<file path="config.mk">
export PLATFORM = sky130hd
export DESIGN_NAME = fp_mul_arbiter
export DESIGN_NICKNAME = d
export VERILOG_FILES = /design/src/rtl/fp_mul_arbiter.sv
export SDC_FILE = /design/constraint.sdc
export NUM_CORES = 2
export LEC_CHECK = 0
export ABC_AREA = 1
export CORE_AREA = 4 4 253 255
export DETAILED_ROUTE_END_ITERATION = 6
export DIE_AREA = 0 0 257 259
export PLACE_DENSITY_LB_ADDON = 0.15
export SLEW_MARGIN = 30
export SYNTH_ARGS = -nofsm -noshare
export SYNTH_HDL_FRONTEND = slang
export SYNTH_SLANG_ARGS = --single-unit
</file>
<file path="constraint.sdc">
create_clock -name clk -period 9 [get_ports clk]
set_input_delay 2.7 -clock clk [delete_from_list [all_inputs] [get_ports clk]]
set_output_delay 2.7 -clock clk [all_outputs]
set_load 0.005 [all_outputs]
</file>
<file path="src/rtl/fp_mul_arbiter.sv">
// Two-requester round-robin front end around a single combinational FP32 multiplier.
// Operands and results are registered; each result carries its requester id.

module floating_point_spmul (
   input  logic [31:0] a,
   input  logic [31:0] b,
   output logic [31:0] y,
   output logic        u_flow,
   output logic        o_flow
);

   logic [47:0]       prod;
   logic signed [9:0] exp_sum;
   logic              sign;

   // Truncating multiply; a zero exponent field is treated as zero.
   always_comb begin
      prod    = 48'({1'b1, a[22:0]}) * 48'({1'b1, b[22:0]});
      exp_sum = $signed({2'b00, a[30:23]}) + $signed({2'b00, b[30:23]}) - 10'sd127
                + (prod[47] ? 10'sd1 : 10'sd0);
      sign    = a[31] ^ b[31];
      y       = 32'd0;
      u_flow  = 1'b0;
      o_flow  = 1'b0;
      if (a[30:23] == 8'd0 || b[30:23] == 8'd0) begin
         y = {sign, 31'd0};
      end else if (exp_sum >= 10'sd255) begin
         o_flow = 1'b1;
         y      = {sign, 8'hff, 23'd0};
      end else if (exp_sum <= 10'sd0) begin
         u_flow = 1'b1;
         y      = {sign, 31'd0};
      end else begin
         y = {sign, exp_sum[7:0], prod[47] ? prod[46:24] : prod[45:23]};
      end
   end

endmodule

// state | meaning
// IDLE  | waiting for a request, combinational grant drives reqN_ready
// BUSY  | operands latched, multiplier settling; result captured at end of cycle
// HOLD  | result presented on out_*, waiting for out_ready
module fp_mul_arbiter #(
   parameter int CNT_W = 8
) (
   input  logic             clk,
   input  logic             rst,
   input  logic             req0_valid,
   input  logic [31:0]      req0_a,
   input  logic [31:0]      req0_b,
   output logic             req0_ready,
   input  logic             req1_valid,
   input  logic [31:0]      req1_a,
   input  logic [31:0]      req1_b,
   output logic             req1_ready,
   output logic             out_valid,
   input  logic             out_ready,
   output logic             out_id,
   output logic [31:0]      out_y,
   output logic             out_u_flow,
   output logic             out_o_flow,
   output logic [CNT_W-1:0] done_cnt0,
   output logic [CNT_W-1:0] done_cnt1
);

   typedef enum logic [1:0] {IDLE, BUSY, HOLD} state_t;

   state_t      state;
   logic        prio;
   logic [31:0] op_a;
   logic [31:0] op_b;
   logic        op_id;

   logic        grant_vld;
   logic        grant_id;
   logic [31:0] mul_y;
   logic        mul_u_flow;
   logic        mul_o_flow;

   // Both requesting: priority bit decides; otherwise the lone requester wins.
   always_comb begin
      grant_vld  = req0_valid | req1_valid;
      grant_id   = (req0_valid & req1_valid) ? prio : req1_valid;
      req0_ready = (state == IDLE) && grant_vld && !grant_id;
      req1_ready = (state == IDLE) && grant_vld && grant_id;
   end

   floating_point_spmul u_mul (
      .a      (op_a),
      .b      (op_b),
      .y      (mul_y),
      .u_flow (mul_u_flow),
      .o_flow (mul_o_flow)
   );

   always_ff @(posedge clk or posedge rst) begin
      if (rst) begin
         state      <= IDLE;
         prio       <= 1'b0;
         op_a       <= 32'd0;
         op_b       <= 32'd0;
         op_id      <= 1'b0;
         out_valid  <= 1'b0;
         out_id     <= 1'b0;
         out_y      <= 32'd0;
         out_u_flow <= 1'b0;
         out_o_flow <= 1'b0;
         done_cnt0  <= '0;
         done_cnt1  <= '0;
      end else begin
         case (state)
            IDLE: begin
               if (grant_vld) begin
                  op_a  <= grant_id ? req1_a : req0_a;
                  op_b  <= grant_id ? req1_b : req0_b;
                  op_id <= grant_id;
                  prio  <= ~grant_id;
                  state <= BUSY;
               end
            end
            BUSY: begin
               out_y      <= mul_y;
               out_u_flow <= mul_u_flow;
               out_o_flow <= mul_o_flow;
               out_id     <= op_id;
               out_valid  <= 1'b1;
               state      <= HOLD;
            end
            HOLD: begin
               if (out_ready) begin
                  out_valid <= 1'b0;
                  state     <= IDLE;
                  if (!out_id && done_cnt0 != '1)
                     done_cnt0 <= done_cnt0 + 1'b1;
                  if (out_id && done_cnt1 != '1)
                     done_cnt1 <= done_cnt1 + 1'b1;
               end
            end
            default: state <= IDLE;
         endcase
      end
   end

endmodule

</file>
==> PnR_summary.wiki <==
{| class="wikitable"
! Metric !! Value
|-
| Type of origin of the critical path || flip-flop
|-
| Number of global-route vias before repair || 22100
|-
| Warnings, synthesis || 0
|-
| Setup repair after global routing missed its margin || no
|-
| Measured slew at the worst slew-check pin || 0.967 ns
|-
| Critical Path Sink Type || flip-flop
|-
| Crit-path slowest cell || sky130_fd_sc_hd__dfrtp_1
|-
| First-pass iteration count of the detailed router || 5
|-
| Data required, critical path || 9.41 ns
|-
| Top cells by area in the synthesized netlist || sky130_fd_sc_hd__fa_1 38%, sky130_fd_sc_hd__nand2_1 16%, sky130_fd_sc_hd__inv_1 14%, sky130_fd_sc_hd__dfrtp_1 12%, sky130_fd_sc_hd__ha_1 8.8%
|-
| Most frequent cells in the layout || 1085 x sky130_fd_sc_hd__nand2_1, 931 x sky130_fd_sc_hd__inv_1, 482 x sky130_fd_sc_hd__fa_1, 186 x sky130_fd_sc_hd__clkdlybuf4s50_1, 181 x sky130_fd_sc_hd__ha_1
|-
| Share of post-route cells with drive strength above 1 || 4.45%
|-
| Antenna Cells || 0
|-
| Detailed router's first-iteration violation count || 1384
|-
| Clock net sink count || 120
|-
| Achievable Freq || 120 MHz
|-
| Count of input and output buffers || 186
|-
| Number of failing hold endpoints at the final stage || 0
|-
| Final clock skew || 0.0270 ns
|-
| Most common cell after layout, fill and taps aside || sky130_fd_sc_hd__nand2_1
|-
| Maximum number of pins on one net before global-route repair || 73
|-
| Met3 layer usage reported by global route || 4.34%
|-
| Maxcap violations || 0
|-
| Post-route ant nets || 0
|-
| Clock network latency to the later pin of the worst-skew pair || 0.49 ns
|-
| Relative slew slack || 35.6%
|-
| Final worst path period share || 92.7%
|-
| Share of the synthesized area in compound gates (AO/OA/AOI/OAI) || 3.77%
|-
| Hold Path Class || flip-flop to flip-flop
|-
| GRT Total Usage || 24.3%
|-
| Adder-Cell Fraction of Synth Area || 46.3%
|-
| Final critical-path required period || 8.34 ns
|-
| Cell repeated most along the worst path || sky130_fd_sc_hd__inv_1
|-
| Setup TNS || 0 ns
|-
| Max-slew violation count || 0
|-
| Average via count per standard cell || 4.80
|-
| Rows || 91
|-
| Met1 GRT Util || 35.1%
|-
| Most used flip-flop cell after synthesis || sky130_fd_sc_hd__dfrtp_1
|-
| Buffer cell driving the clock tree root || sky130_fd_sc_hd__clkbuf_16
|-
| Arrival @ worst endpoint || 8.75 ns
|-
| CTS HTree Levels || 4
|-
| Worst Path Class, Setup || flip-flop to flip-flop
|-
| Cell taking the most area after synthesis || sky130_fd_sc_hd__fa_1
|-
| Post-Synthesis Mean Instance Area || 7.53 µm²
|-
| Synth Register Bits || 120
|-
| Syn-to-layout area delta || 14.4%
|-
| Buffers inserted by post-CTS timing repair || 0
|-
| Number of design rule violations left after detail routing || 0
|-
| Simple-gate share of the synthesized area || 21.6%
|-
| Initial antenna violation count || 1
|-
| Met2 Resource Use GR || 38.2%
|-
| DP Wirelength || 65800 µm
|-
| Final wirelength || 78200 µm
|-
| Result of the run || finished clean
|-
| Die Span Y || 259 µm
|-
| Combinational family with the most area after synthesis || adder cells
|-
| Maximum single-stage delay on the critical path || 0.72 ns
|-
| Reg clk slew, reported paths || 0.07 ns
|-
| Post-synthesis xor/xnor area fraction || 0.953%
|-
| Ports placed on the boundary || 187
|-
| Gp weighted congestion || 0.967
|-
| Sequential cell area fraction in the yosys report || 11.7%
|-
| Area of the mapped netlist || 25700 µm²
|-
| Number of enable flip-flop cells after synthesis || 0
|-
| Core Area || 61600 µm²
|-
| Effective utilization at floorplan || 41.8%
|-
| CTS tree || yes
|-
| Average detailed-routed wire length per instance || 17.6 µm
|-
| Portion of synthesized cell area occupied by the leading cell type || 37.5%
|-
| Global-route wire length before repair || 126000 µm
|-
| Overall die width || 257 µm
|-
| Proportion of synthesized flip-flops having asynchronous set or reset || 100%
|-
| Die Outline Area || 66600 µm²
|-
| Max FO, Critical Path || 15
|-
| Total clock buffers created by CTS || 17
|-
| Total nets after synthesis || 4211
|-
| Share of synthesized area spent on multiplexers || 0.0438%
|-
| Routing layer with the top usage in global route || met2
|-
| Count of distinct cell types in the synthesized netlist || 41
|-
| Cells after Synth || 3415
|-
| Number of nets at the end of the flow || 4375
|-
| Overflow left after global routing || 0
|-
| CTS max path bufs || 2
|-
| Vias || 21200
|-
| Final setup violating endpoints || 0
|-
| CTS Hold Bufs || 0
|}
[per-stage QoR]
| step | cells | utilization (%) | setup slack, ns | hold slack, ns | area (µm²) |
|---|---|---|---|---|---|
| 2_1_floorplan | 3415 | - | 1.39 | 0.453 | 25700 |
| 3_3_place_gp | 4397 | 46.7 | 0.703 | 0.465 | 28800 |
| 3_5_place_dp | 4397 | 46.7 | 0.661 | 0.465 | 28800 |
| 4_1_cts | 4429 | 47.8 | 0.553 | 0.488 | 29400 |
| 5_1_grt | 4429 | 47.8 | 0.00358 | 0.504 | 29400 |
| 6_report | 4429 | 47.8 | 0.659 | 0.484 | 29400 |
[state kept, by name, summed over array words and instances (netlist names), 2 cells and up]
name	cells
out_y	32
state	2
done_cnt0	8
op_b	32
op_a	32
done_cnt1	8
[logic make-up after synthesis]
family          after synthesis
fa+ha+maj                   663
mux                           1
xor+xnor                     28
flops                       120
simple gates               1375
buf+inv                    1061
compound gates              167
[what timing repair did]
| action | 4_1_cts | 5_1_grt |
|---|---|---|
| resized for setup | 0 | 1 |
| endpoints found under the hold margin | 0 | 0 |
| endpoints found under the setup margin | 0 | 19 |
[cells in the mapped netlist (3+ instances only)]
master,n
sky130_fd_sc_hd__clkinv_1,4
sky130_fd_sc_hd__nor3_1,7
sky130_fd_sc_hd__nand3b_1,5
sky130_fd_sc_hd__nand3_2,13
sky130_fd_sc_hd__a21boi_0,3
sky130_fd_sc_hd__o21a_1,6
sky130_fd_sc_hd__nor2_1,111
sky130_fd_sc_hd__nand4_1,20
sky130_fd_sc_hd__nand3_1,104
sky130_fd_sc_hd__clkbuf_1,115
sky130_fd_sc_hd__o211ai_1,16
sky130_fd_sc_hd__nor4_1,5
sky130_fd_sc_hd__ha_1,181
sky130_fd_sc_hd__a21oi_1,76
sky130_fd_sc_hd__a22oi_1,16
sky130_fd_sc_hd__a21o_1,3
sky130_fd_sc_hd__inv_2,4
sky130_fd_sc_hd__xnor2_1,11
sky130_fd_sc_hd__o21ai_0,36
sky130_fd_sc_hd__o21bai_1,9
sky130_fd_sc_hd__dfrtp_1,120
sky130_fd_sc_hd__nand2_1,1085
sky130_fd_sc_hd__nor2_2,5
sky130_fd_sc_hd__fa_1,482
sky130_fd_sc_hd__inv_1,932
sky130_fd_sc_hd__nand2_2,11
sky130_fd_sc_hd__xor2_1,17
[per-layer routing]
| metal | vias to the layer above | part of all wire [%] |
|---|---|---|
| met4 | 2 | 2.2 |
| li1 | 10100 | - |
| met2 | 558 | 45 |
| met1 | 10500 | 46 |
| met3 | 83 | 6.1 |
| met5 | - | 0.017 |
[worst paths after layout]
check / slack (ns) / from / cells past startpoint / end
worst max-delay path: 0.66 / op_b[6] / 41 / out_y[19]
worst min-delay path: 0.48 / out_y[3] / 2 / out_y[3]
worst max register to register: 0.66 / op_b[6] / 41 / out_y[19]
worst min register to register: 0.48 / out_y[3] / 2 / out_y[3]
max in group asynchronous: 5.03 / rst / 3 / op_b[0]
min in group asynchronous: 2.69 / rst / 2 / op_a[28]
[critical path, delay by kind of cell (launching register included)]
family	cells	cell delay (ns)
DFF	1	0.72
adders and majority gates	10	4.09
buffers and inverters	12	1.31
and+or+nand+nor	19	2.11
[final cells by class]
type                            count  area (µm²)
Clock buffer                       17         425
Clock inverter                     15         191
Fill cell                        6257       32200
Inverter                          940        3540
Multi-Input combinational cell   2234       18700
Sequential cell                   120        3010
Tap cell                          837        1050
Timing Repair Buffer              266        2490
Power is not shown: default switching activity piles up to over one toggle a cycle in this logic, so the estimate is an artifact.
